--- config.mk ---
export PLATFORM = sky130hd
export DESIGN_NAME = dbus_lsu
export DESIGN_NICKNAME = d
export VERILOG_FILES = /design/src/rtl/dbus_lsu.sv
export SDC_FILE = /design/constraint.sdc
export NUM_CORES = 1
export LEC_CHECK = 0
export ABC_AREA = 1
export BUFFER_PORTS_ARGS = -buffer_cell sky130_fd_sc_hd__clkbuf_2
export CORE_ASPECT_RATIO = 1.2
export CORE_MARGIN = 2
export CORE_UTILIZATION = 38
export DETAILED_ROUTE_END_ITERATION = 7
export MAX_ROUTING_LAYER = met4
export SYNTH_ARGS = -nofsm -noshare
export SYNTH_HDL_FRONTEND = slang
export SYNTH_SLANG_ARGS = --single-unit
--- constraint.sdc ---
create_clock -name clk -period 2.9 [get_ports clk]
set_input_delay 0.145 -clock clk [delete_from_list [all_inputs] [get_ports clk]]
set_output_delay 0.145 -clock clk [all_outputs]
set_load 0.02 [all_outputs]
--- src/rtl/dbus_lsu.sv ---
// Load/store unit: turns one core memory request at a time into a single
// aligned data-bus transaction and returns an extended load result or an abort.
module dbus_lsu #(
  parameter int XLEN    = 64,
  parameter int TIMEOUT = 256
) (
  input  logic            clk,
  input  logic            reset,
  input  logic            req_valid,
  output logic            req_ready,
  input  logic            req_store,
  input  logic [1:0]      req_size,
  input  logic            req_unsigned,
  input  logic [XLEN-1:0] req_addr,
  input  logic [XLEN-1:0] req_wdata,
  output logic            resp_valid,
  output logic [XLEN-1:0] resp_rdata,
  output logic            resp_misalign,
  output logic            resp_timeout,
  output logic            dreq_valid,
  output logic [XLEN-1:0] dreq_addr,
  output logic [2:0]      dreq_size,
  output logic [7:0]      dreq_strobe,
  output logic [XLEN-1:0] dreq_data,
  input  logic            dresp_data_ok,
  input  logic [XLEN-1:0] dresp_data,
  output logic [1:0]      state_dbg
);

  // Handshakes: a request transfers on a rising edge where req_valid and
  // req_ready are both high; req_ready is high only in IDLE. A bus transfer
  // completes on a rising edge in BUS where dresp_data_ok is high; dreq_*
  // hold steady until then. resp_valid is a single-cycle pulse with no ready.

  localparam int OFFW = $clog2(XLEN / 8);
  localparam int CW   = (TIMEOUT > 1) ? $clog2(TIMEOUT + 1) : 1;
  localparam logic [CW-1:0] T_LAST = CW'((TIMEOUT > 0) ? TIMEOUT - 1 : 0);

  typedef enum logic [1:0] {
    S_IDLE = 2'd0,
    S_BUS  = 2'd1,
    S_RESP = 2'd2
  } state_t;

  state_t state;
  state_t state_next;

  logic            lat_store;
  logic [1:0]      lat_size;
  logic            lat_unsigned;
  logic [XLEN-1:0] lat_addr;
  logic [XLEN-1:0] lat_wdata;
  logic [CW-1:0]   tcount;
  logic [XLEN-1:0] rdata_q;
  logic            misalign_q;
  logic            timeout_q;

  logic            acc_misalign;
  logic            bus_expire;
  logic [OFFW-1:0] offset;
  logic [XLEN-1:0] rsh;
  logic [XLEN-1:0] load_ext;
  logic [7:0]      size_mask;

  // Misaligned or illegal for this bus width; evaluated on the incoming request.
  always_comb begin
    acc_misalign = 1'b0;
    case (req_size)
      2'd0:    acc_misalign = 1'b0;
      2'd1:    acc_misalign = req_addr[0];
      2'd2:    acc_misalign = |req_addr[1:0];
      default: acc_misalign = (XLEN == 32) || (|req_addr[2:0]);
    endcase
  end

  assign offset     = lat_addr[OFFW-1:0];
  assign bus_expire = (state == S_BUS) && !dresp_data_ok && (TIMEOUT != 0) &&
                      (tcount == T_LAST);

  // State register
  always_ff @(posedge clk) begin
    if (reset) state <= S_IDLE;
    else       state <= state_next;
  end

  // Next-state logic; data_ok wins over an expiring timeout in the same cycle
  always_comb begin
    state_next = state;
    case (state)
      S_IDLE: if (req_valid) state_next = acc_misalign ? S_RESP : S_BUS;
      S_BUS:  if (dresp_data_ok || bus_expire) state_next = S_RESP;
      S_RESP: state_next = S_IDLE;
      default: state_next = S_IDLE;
    endcase
  end

  // Output logic
  always_comb begin
    req_ready     = (state == S_IDLE);
    dreq_valid    = (state == S_BUS);
    resp_valid    = (state == S_RESP);
    resp_rdata    = (state == S_RESP) ? rdata_q : '0;
    resp_misalign = (state == S_RESP) && misalign_q;
    resp_timeout  = (state == S_RESP) && timeout_q;
    state_dbg     = state;
  end

  // Bus request fields are pure functions of the latched request.
  always_comb begin
    size_mask = 8'h00;
    case (lat_size)
      2'd0:    size_mask = 8'h01;
      2'd1:    size_mask = 8'h03;
      2'd2:    size_mask = 8'h0F;
      default: size_mask = 8'hFF;
    endcase
  end

  assign dreq_addr   = {lat_addr[XLEN-1:OFFW], {OFFW{1'b0}}};
  assign dreq_size   = {1'b0, lat_size};
  assign dreq_strobe = lat_store ? (size_mask << offset) : 8'h00;
  assign dreq_data   = lat_wdata << {offset, 3'b000};

  // Right-align the addressed lane, then zero- or sign-extend to XLEN.
  assign rsh = dresp_data >> {offset, 3'b000};

  always_comb begin
    load_ext = rsh;
    case (lat_size)
      2'd0: begin
        load_ext = XLEN'(rsh[7:0]);
        if (!lat_unsigned && rsh[7]) load_ext = load_ext | ~XLEN'(8'hFF);
      end
      2'd1: begin
        load_ext = XLEN'(rsh[15:0]);
        if (!lat_unsigned && rsh[15]) load_ext = load_ext | ~XLEN'(16'hFFFF);
      end
      2'd2: begin
        load_ext = XLEN'(rsh[31:0]);
        if (!lat_unsigned && rsh[31]) load_ext = load_ext | ~XLEN'(32'hFFFF_FFFF);
      end
      default: load_ext = rsh;
    endcase
  end

  // Request latch, bus-cycle counter and response capture
  always_ff @(posedge clk) begin
    if (reset) begin
      lat_store    <= 1'b0;
      lat_size     <= 2'd0;
      lat_unsigned <= 1'b0;
      lat_addr     <= '0;
      lat_wdata    <= '0;
      tcount       <= '0;
      rdata_q      <= '0;
      misalign_q   <= 1'b0;
      timeout_q    <= 1'b0;
    end else begin
      case (state)
        S_IDLE: begin
          if (req_valid) begin
            lat_store    <= req_store;
            lat_size     <= req_size;
            lat_unsigned <= req_unsigned;
            lat_addr     <= req_addr;
            lat_wdata    <= req_wdata;
            tcount       <= '0;
            rdata_q      <= '0;
            misalign_q   <= acc_misalign;
            timeout_q    <= 1'b0;
          end
        end
        S_BUS: begin
          if (dresp_data_ok) begin
            rdata_q <= lat_store ? '0 : load_ext;
          end else if (bus_expire) begin
            timeout_q <= 1'b1;
          end else begin
            tcount <= tcount + 1'b1;
          end
        end
        default: begin
        end
      endcase
    end
  end

endmodule

==> results.md, run 1 <==
* Slew Limit Fails at 0
* P&R area growth vs syn at 29.1%
* Sequential cell area at 4190 µm²
* Setup CP Type: flip-flop to primary output
* Post-Syn Instances at 1978
* H-tree depth at 1
* Die width at around 170 µm
* Crit path required time at 2.76 ns
* Antenna violations before repair at 9
* Die ar. at 34400 µm²
* Max Cap Viol at 0
* Starting Density at 0.387
* Worst Hold End: lat_wdata[23]$_SDFFE_PP0P_
* Tcrit/Tclk final at 0.913
* Clock Latency Late Sink at 0.54 ns
* Hold path cells at 3
* Finish-stage setup viols at 0
* Final wirelength at 48800 µm
* Cells on worst reg2reg path at 9
* Residual DRC at 0
* Vias at between 10k and 15k
* Maximum clock frequency at about 0.38 GHz
* Vias in the first global route at 13.8k
* Rel. slew slack at 0.424
* CP Max Fanout at 77
* Port bufs at 405
* Area of the core at roughly 32000 µm²
* Placer congestion estimate at 0.948
* IO Count at 410
* First-pass GRT wire length at 74600 µm
* Post-DP HPWL at 34500 µm
* Peak supply drop at between 0.4 and 0.5 mV
* # nets final at 2554
* Global Route Usage Sum at 0.282
* Reg-to-Reg Start: lat_addr[0]$_SDFFE_PP0P_
* # resized after CTS at 0
* Initial DRC Count at 935
* Hold path start: req_wdata[23]
* Total global routing overflow at 0
* Clk root buf: clkbuf_16
* Share of cells above drive strength 1 at 0.218
* Routed Antenna Nets at 0
* Total chip power at 9.15 mW
* Syn Area/Cell at 6.33 µm²
* Worst Skew at 0.0217 ns
* Worst-path clk slew at approximately 0.06 ns
* CP endpoint kind: primary output
* Warnings from Yosys at 0
* Clock Tree Buf Depth at 3
* # fillers at 3361
* Tmin final at 2.65 ns
* RSZ-0062 raised after global routing: false
* Slew @ Worst Pin at 0.864 ns
* Outcome: completed
* Setup_tns at 0 ns
* Reg2reg setup slack at between 0.6 and 0.7 ns
* Final Hold Viols at 0
* TritonRoute pass-1 iters at 6
* Wirelength per Cell at 17.6 µm
* Num rows at 72
* Cell Area, Synth at 12500 µm²
* CTS Buf Count at 25
* Register bit count reported by yosys at between 200 and 250
* Reg-to-Reg End: rdata_q[63]$_SDFFE_PP0P_
* CTS tree: done
* Pwr dens at approximately 570 nW/µm²
* Vias per cell at 5.16
* Leak pwr at 7.42 nW
* Post-synthesis sequential area ratio at 0.334
* CTS sink cnt at approximately 210
* Die height at 203 µm
* Worst min path class: input pin to flip-flop
* Worst path arrival time at 2.50 ns
* Largest net degree at the start of global routing at 121
* Startpoint types: flip-flop
* Yosys cell types at 42
* Multi-input logic area at ~6500 µm²
[final cells by class]
type | count | share of cell area
multi-input cells | 1422 | 0.404
clock inverters | 3 | 0.00271
flip-flops and latches | 209 | 0.259
diodes | 9 | 0.00139
well taps | 407 | 0.0315
inverters | 133 | 0.0317
clock buffers | 35 | 0.0466
repair buffers | 561 | 0.222
[worst max-delay path: stages, from the launching register on]
cell and delay [ns]:
dfxtp_4 0.55, buf_12 0.34, o21ai_0 0.19, nor2_1 0.11, a21oi_1 0.06, o21ai_0 0.41, clkbuf_2 0.27
[kinds of logic (layout without fill, tap and decap cells)]
kind of cell    after synthesis  count (layout)  share of synthesized area
simple gates                919             919                      0.298
compound gates              472             472                      0.201
buf+inv                     350             732                      0.145
flops                       209             209                      0.334
mux                          24              24                     0.0192
fa+ha+maj                     2               2                    0.00200
other cells                   1              13                   0.000300
xor+xnor                      1               1                   0.000700
[Yosys cell counts (all sizes together)]
library cell,count,share of area
a211oi,3,0.0018
a21o,2,0.0012
a21oi,153,0.063
a22oi,2,0.0012
a31oi,1,0.00050
buf,142,0.082
clkbuf,75,0.023
clkinv,3,0.00090
conb,1,0.00030
dfxtp,209,0.33
ha,2,0.0020
inv,130,0.039
mux2i,24,0.019
nand2,405,0.12
nand3,129,0.054
nand4,1,0.00050
nor2,376,0.12
nor3,5,0.0020
nor3b,1,0.00060
o2111a,1,0.00090
o211a,2,0.0016
o211ai,17,0.013
o21ai,284,0.11
o21bai,2,0.0012
o31ai,5,0.0030
or2,2,0.0010
xor2,1,0.00070
[where the power goes]
group / switching (mW) / internal, mW / total [mW]
Sequential: 0.157 / 3.08 / 3.24
Clock: 1.25 / 1.87 / 3.11
Combinational: 1.89 / 0.907 / 2.80
Total: 3.29 / 5.86 / 9.15
[placed cells by master, fill, tap and decap left out, types with 7 or more instances in the layout]
cell | netlist | routed
buf_4 | 76 | 21
o211ai_1 | 10 | 10
dfxtp_1 | 209 | 206
clkbuf_16 | 0 | 25
o21ai_0 | 231 | 231
nor2_1 | 370 | 370
diode_2 | 0 | 9
nand2_2 | 8 | 7
a21oi_1 | 148 | 148
nand3_1 | 124 | 124
inv_1 | 124 | 122
o21ai_1 | 53 | 53
clkbuf_8 | 0 | 9
dlygate4sd3_1 | 0 | 129
mux2i_1 | 24 | 24
nand2_1 | 395 | 395
clkbuf_2 | 0 | 405
o211ai_2 | 7 | 7
[per-stage QoR]
stage	hold WS [ns]	cells	util	instance area (µm²)	setup WS (ns)
floorplan	0.312	1981	-	12500	1.05
global placement	0.392	2602	0.434	14000	0.551
detailed placement	0.400	2602	0.434	14000	0.549
CTS	0.0291	2769	0.498	16100	0.119
global route	0.0411	2779	0.499	16200	0.112
finish	0.0187	2779	0.499	16200	0.251
[layer usage]
metal	wire, µm	part of all wire	GRT usage	up-vias
met5	0	0	-	-
met4	2710	0.055	0.149	0
met3	3170	0.065	0.0421	128
met2	23700	0.48	0.482	608
met1	19300	0.39	0.319	6561
li1	-	-	-	7054
[sequential cells by signal (all words and copies together) (netlist names)]
register,cells
lat_wdata,64
state_dbg,2
tcount,9
timeout_q,1
lat_unsigned,1
rdata_q,64
lat_addr,64
lat_store,1
misalign_q,1
lat_size,2
[repair_timing]
item / 4_1_cts / 5_1_grt
hold buffers: 129 / 0
endpoints found under the hold margin: 129 / 0
setup endpoints to repair: 0 / 1
setup buffers: 0 / 1
[how the worst max path moves through the flow]
| stage | start | end | slack (ns) | cells past startpoint |
|---|---|---|---|---|
| 2_1_floorplan | state_dbg[1]$_SDFFE_PP0P_ | resp_rdata[23] | 1.05 | 6 |
| 3_3_place_gp | lat_addr[0]$_SDFFE_PP0P_ | rdata_q[63]$_SDFFE_PP0P_ | 0.55 | 9 |
| 3_5_place_dp | lat_addr[0]$_SDFFE_PP0P_ | rdata_q[63]$_SDFFE_PP0P_ | 0.55 | 9 |
| 4_1_cts | lat_addr[0]$_SDFFE_PP0P_ | dreq_data[49] | 0.12 | 6 |
| 5_1_grt | lat_addr[0]$_SDFFE_PP0P_ | dreq_data[49] | 0.11 | 6 |
| 6_report | lat_addr[0]$_SDFFE_PP0P_ | dreq_data[49] | 0.25 | 6 |
No activity file was read; power rests on OpenSTA's default activity.
==> inputs of run 2 (changes only) <==
--- a/config.mk
+++ b/config.mk
@@ -6,5 +6,4 @@
 export NUM_CORES = 1
 export LEC_CHECK = 0
-export ABC_AREA = 1
 export BUFFER_PORTS_ARGS = -buffer_cell sky130_fd_sc_hd__clkbuf_2
 export CORE_ASPECT_RATIO = 1.2
@@ -13,4 +12,5 @@
 export DETAILED_ROUTE_END_ITERATION = 7
 export MAX_ROUTING_LAYER = met4
+export PLACE_DENSITY_LB_ADDON = 0.12
 export SYNTH_ARGS = -nofsm -noshare
 export SYNTH_HDL_FRONTEND = slang
==> constraint.sdc (replaced) <==
create_clock -name clk -period 2.9 [get_ports clk]
set_input_delay 0.145 -clock clk [delete_from_list [all_inputs] [get_ports clk]]
set_output_delay 0.145 -clock clk [all_outputs]
set_load 0.01 [all_outputs]
==> run 2 against run 1 <==
Cell count fell by 13%. Critical path type unchanged. Largest power group unchanged. First-iteration DRC count is 8.1% lower. Combinational power shrank 33%.
==> results.md, run 2 <==
* Area of the core at 32000 µm² (was 32300 µm²)
* Slew @ Worst Pin at 1.02 ns (was 0.864 ns)
* Worst-path clk slew at 0.06 ns (about the same)
* Clock Tree Buf Depth at 3 (unchanged)
* Crit path required time at 2.76 ns (about the same)
* CTS tree: done (unchanged)
* Worst Skew at 0.0136 ns (was 0.0217 ns)
* Placer congestion estimate at 0.926 (was 0.948)
* Setup ws final at 0.164 ns (was 0.251 ns)
* CP endpoint kind: primary output (unchanged)
* Die width at 168 µm (was 170 µm)
* Cells on worst reg2reg path at 7 (was 9)
* Maximum clock frequency at 0.365 GHz (was 0.378 GHz)
* Finish-stage setup viols at 0 (unchanged)
* Rel. slew slack at 0.321 (was 0.424)
* Wirelength per Cell at 19.1 µm (was 17.6 µm)
* Sw Pwr at 2.53 mW (was 3.29 mW)
* H-tree depth at 1 (unchanged)
* Top routing layer in use: met4 (unchanged)
* Register bit count reported by yosys at 209 (unchanged)
* Syn Area/Cell at 7.75 µm² (was 6.33 µm²)
* Warnings from Yosys at 0 (unchanged)
* Outcome: completed (unchanged)
* Clock Latency Late Sink at 0.54 ns (about the same)
* Critical Path End: dreq_data[24] (was dreq_data[49])
* Global Route Usage Sum at 0.271 (was 0.282)
* Worst min path class: input pin to flip-flop (unchanged)
* Int Power at 5.63 mW (was 5.86 mW)
* Clk pwr share at 0.383 (was 0.340)
* P&R area growth vs syn at 32.6% (was 29.1%)
* Starting Density at 0.384 (was 0.387)
* IO Count at 410 (unchanged)
* RSZ-0062 raised after global routing: false (unchanged)
* Max Cap Viol at 0 (unchanged)
* Total chip power at 8.16 mW (was 9.15 mW)
* Total global routing overflow at 0 (unchanged)
* Final wirelength at 46200 µm (was 48800 µm)
* Clk root buf: clkbuf_16 (unchanged)
* Initial DRC Count at 859 (was 935)
* Setup CP Type: flip-flop to primary output (unchanged)
* Yosys cell types at 57 (was 42)
* Most common cell after layout, fill and taps aside: clkbuf_2 (unchanged)
* CTS Buf Count at 26 (was 25)
* Setup_tns at 0 ns (unchanged)
* CTS sink cnt at 209 (unchanged)
* WL met3 at 3210 µm (was 3170 µm)
* Tcrit/Tclk final at 0.944 (was 0.913)
* Share of cells above drive strength 1 at 0.283 (was 0.218)
* # nets final at 2183 (was 2554)
* Reg-to-Reg Start: lat_addr[0]$_SDFFE_PP0P_ (unchanged)
* Antenna violations before repair at 6 (was 9)
* Post-synthesis sequential area ratio at 0.341 (was 0.334)
* Vias at 12.8k (was 14.4k)
* Biggest regs: lat_addr: 64 flops, lat_wdata: 64 flops, rdata_q: 64 flops (unchanged)
* Dpl ws at 0.598 ns (was 0.549 ns)
* Num rows at 72 (unchanged)
* Residual DRC at 0 (unchanged)
* Met1 wire length at 18300 µm (was 19300 µm)
* Most used standard cell by instance count after synthesis: nand2_1 (unchanged)
* Vias in the first global route at 12.8k (was 13.8k)
* Tmin final at 2.74 ns (was 2.65 ns)
* Yosys top cell by area: dfxtp_1 (unchanged)
* Top cell type's share of synthesized area at 0.341 (was 0.334)
* # fillers at 3194 (was 3361)
* Worst path arrival time at 2.59 ns (was 2.50 ns)
* Pwr dens at 502 nW/µm² (was 567 nW/µm²)
* Die ar. at 33700 µm² (was 34400 µm²)
* Post-synth ARST share at 0 (unchanged)
* Post-DP HPWL at 33000 µm (was 34500 µm)
* Commonest cells after routing, fill and taps aside: clkbuf_2, nand2_1, dfxtp_1, a21oi_1, dlygate4sd3_1 (was clkbuf_2, nand2_1, nor2_1, o21ai_0, dfxtp_1)
* Slew Limit Fails at 0 (unchanged)
* Cell Area, Synth at 12300 µm² (was 12500 µm²)
* Routed length on met2 at 22200 µm (was 23700 µm)
* Vias per cell at 5.32 (was 5.16)
* Die height at 201 µm (was 203 µm)
* Setup crit start: lat_addr[0]$_SDFFE_PP0P_ (unchanged)
* Combinational group share of total power at 0.229 (was 0.306)
* Part of the power in registers at 0.388 (was 0.354)
* Final Hold Viols at 0 (unchanged)
* Most area-consuming cells after synthesis: dfxtp_1, nand2_1, a21oi_1 (was dfxtp_1, nand2_1, nor2_1)
* Largest net degree at the start of global routing at 122 (was 121)
* Reg2reg setup slack at 0.57 ns (was 0.61 ns)
* First-pass GRT wire length at 70900 µm (was 74600 µm)
* Peak supply drop at 0.375 mV (was 0.438 mV)
* Routed Antenna Nets at 0 (unchanged)
* Switching part of the total at 0.310 (was 0.360)
* Startpoint types: flip-flop (unchanged)
* Post-Syn Instances at 1583 (was 1978)
* Postcts setup bufs at 0 (unchanged)
* Synth cell count leaders: nand2_1, dfxtp_1, a21oi_1, nor2_1, mux2i_1 (was nand2_1, nor2_1, o21ai_0, dfxtp_1, a21oi_1)
* Port bufs at 405 (unchanged)
* Reg-to-Reg End: rdata_q[35]$_SDFFE_PP0P_ (was rdata_q[63]$_SDFFE_PP0P_)
* Leak pwr at 6.93 nW (was 7.42 nW)
* CP Max Fanout at 68 (was 77)
* Commonest register cell after synthesis: dfxtp_1 (unchanged)
* EDFF count, synth at 0 (unchanged)
* TritonRoute pass-1 iters at 5 (was 6)
==> run 2: cell count changes after synthesis, sizes merged, moves of 19 or more <==
cell | previous run | this run
inv | 130 | 12
mux2i | 24 | 92
a21oi | 153 | 192
mux2 | 0 | 35
buf | 142 | 116
nand3 | 129 | 6
nor2 | 376 | 100
o22ai | 0 | 21
mux4 | 0 | 19
and2 | 0 | 85
nand2 | 405 | 349
o21ai | 284 | 87
a211oi | 3 | 28
==> run 2: timing repair <==
action                                  4_1_cts  5_1_grt
hold buffers                                136        0
hold endpoints to repair                    139        0
gates resized for setup                       0        1
endpoints found under the setup margin        0        2
==> run 2: through the flow <==
step	cells	cell area, µm²	util	hold slack, ns
final	2413	16300	0.508	0.0426
after global routing	2413	16300	0.508	0.0452
after CTS	2407	16200	0.508	0.00136
after detailed placement	2224	14100	0.439	0.373
after global placement	2224	14100	0.439	0.367
after floorplan	1586	12300	-	0.281
==> run 2: worst min-delay path by stage <==
stage	cells after the start	endpoint	slack (ns)	start
6_report	3	rdata_q[60]$_SDFFE_PP0P_	0.04	dresp_data[60]
5_1_grt	3	rdata_q[60]$_SDFFE_PP0P_	0.05	dresp_data[60]
4_1_cts	3	rdata_q[60]$_SDFFE_PP0P_	0.001	dresp_data[60]
3_5_place_dp	3	lat_wdata[48]$_SDFFE_PP0P_	0.37	req_wdata[48]
3_3_place_gp	3	lat_addr[31]$_SDFFE_PP0P_	0.37	req_addr[31]
2_1_floorplan	2	lat_wdata[48]$_SDFFE_PP0P_	0.28	req_wdata[48]
==> run 2: cell families (layout without fill, tap and decap cells) <==
kind of cell             count (synthesis)  count (layout)  synth area share
multiplexers                           146             146             0.142
AO/OA/AOI/OAI                          410             410             0.204
other                                    1              10          0.000306
AND/OR/NAND/NOR                        597             597             0.215
buffers and inverters                  212             626            0.0917
flip-flops                             209             209             0.341
XOR/XNOR                                 6               6           0.00428
adder cells (fa/ha/maj)                  2               2           0.00204
==> run 2: worst max-delay path: stages (launching register included) <==
cell and delay [ns]:
dfxtp_4 0.47, buf_4 0.70, a211oi_1 0.13, a211oi_1 0.48, clkbuf_2 0.22
==> run 2: power by group through the flow <==
stage               Clock (mW)  Sequential (mW)  Combinational (mW)
floorplan                    0             3.16                1.17
detailed placement           0             3.23                1.71
global route              3.32             3.19                2.02
finish                    3.12             3.17                1.87
global placement             0             3.23                1.70
CTS                       3.22             3.17                1.87
==> run 2: area by class of cell <==
type                            instances  area (µm²)  share of cell area
Clock inverter                          7        51.3             0.00316
Multi-Input combinational cell       1165        7010               0.431
Timing Repair Buffer                  567        3660               0.225
Sequential cell                       209        4200               0.258
Tap cell                              407         509              0.0313
Antenna cell                            6        15.0            0.000924
Inverter                               12        45.0             0.00277
Clock buffer                           40         773              0.0476
==> run 2: metal layers <==
metal  up-vias  GRT usage
li1       6177          -
met1      5977      0.312
met2       547      0.454
met3       132     0.0479
met4         0      0.134
met5         -          -
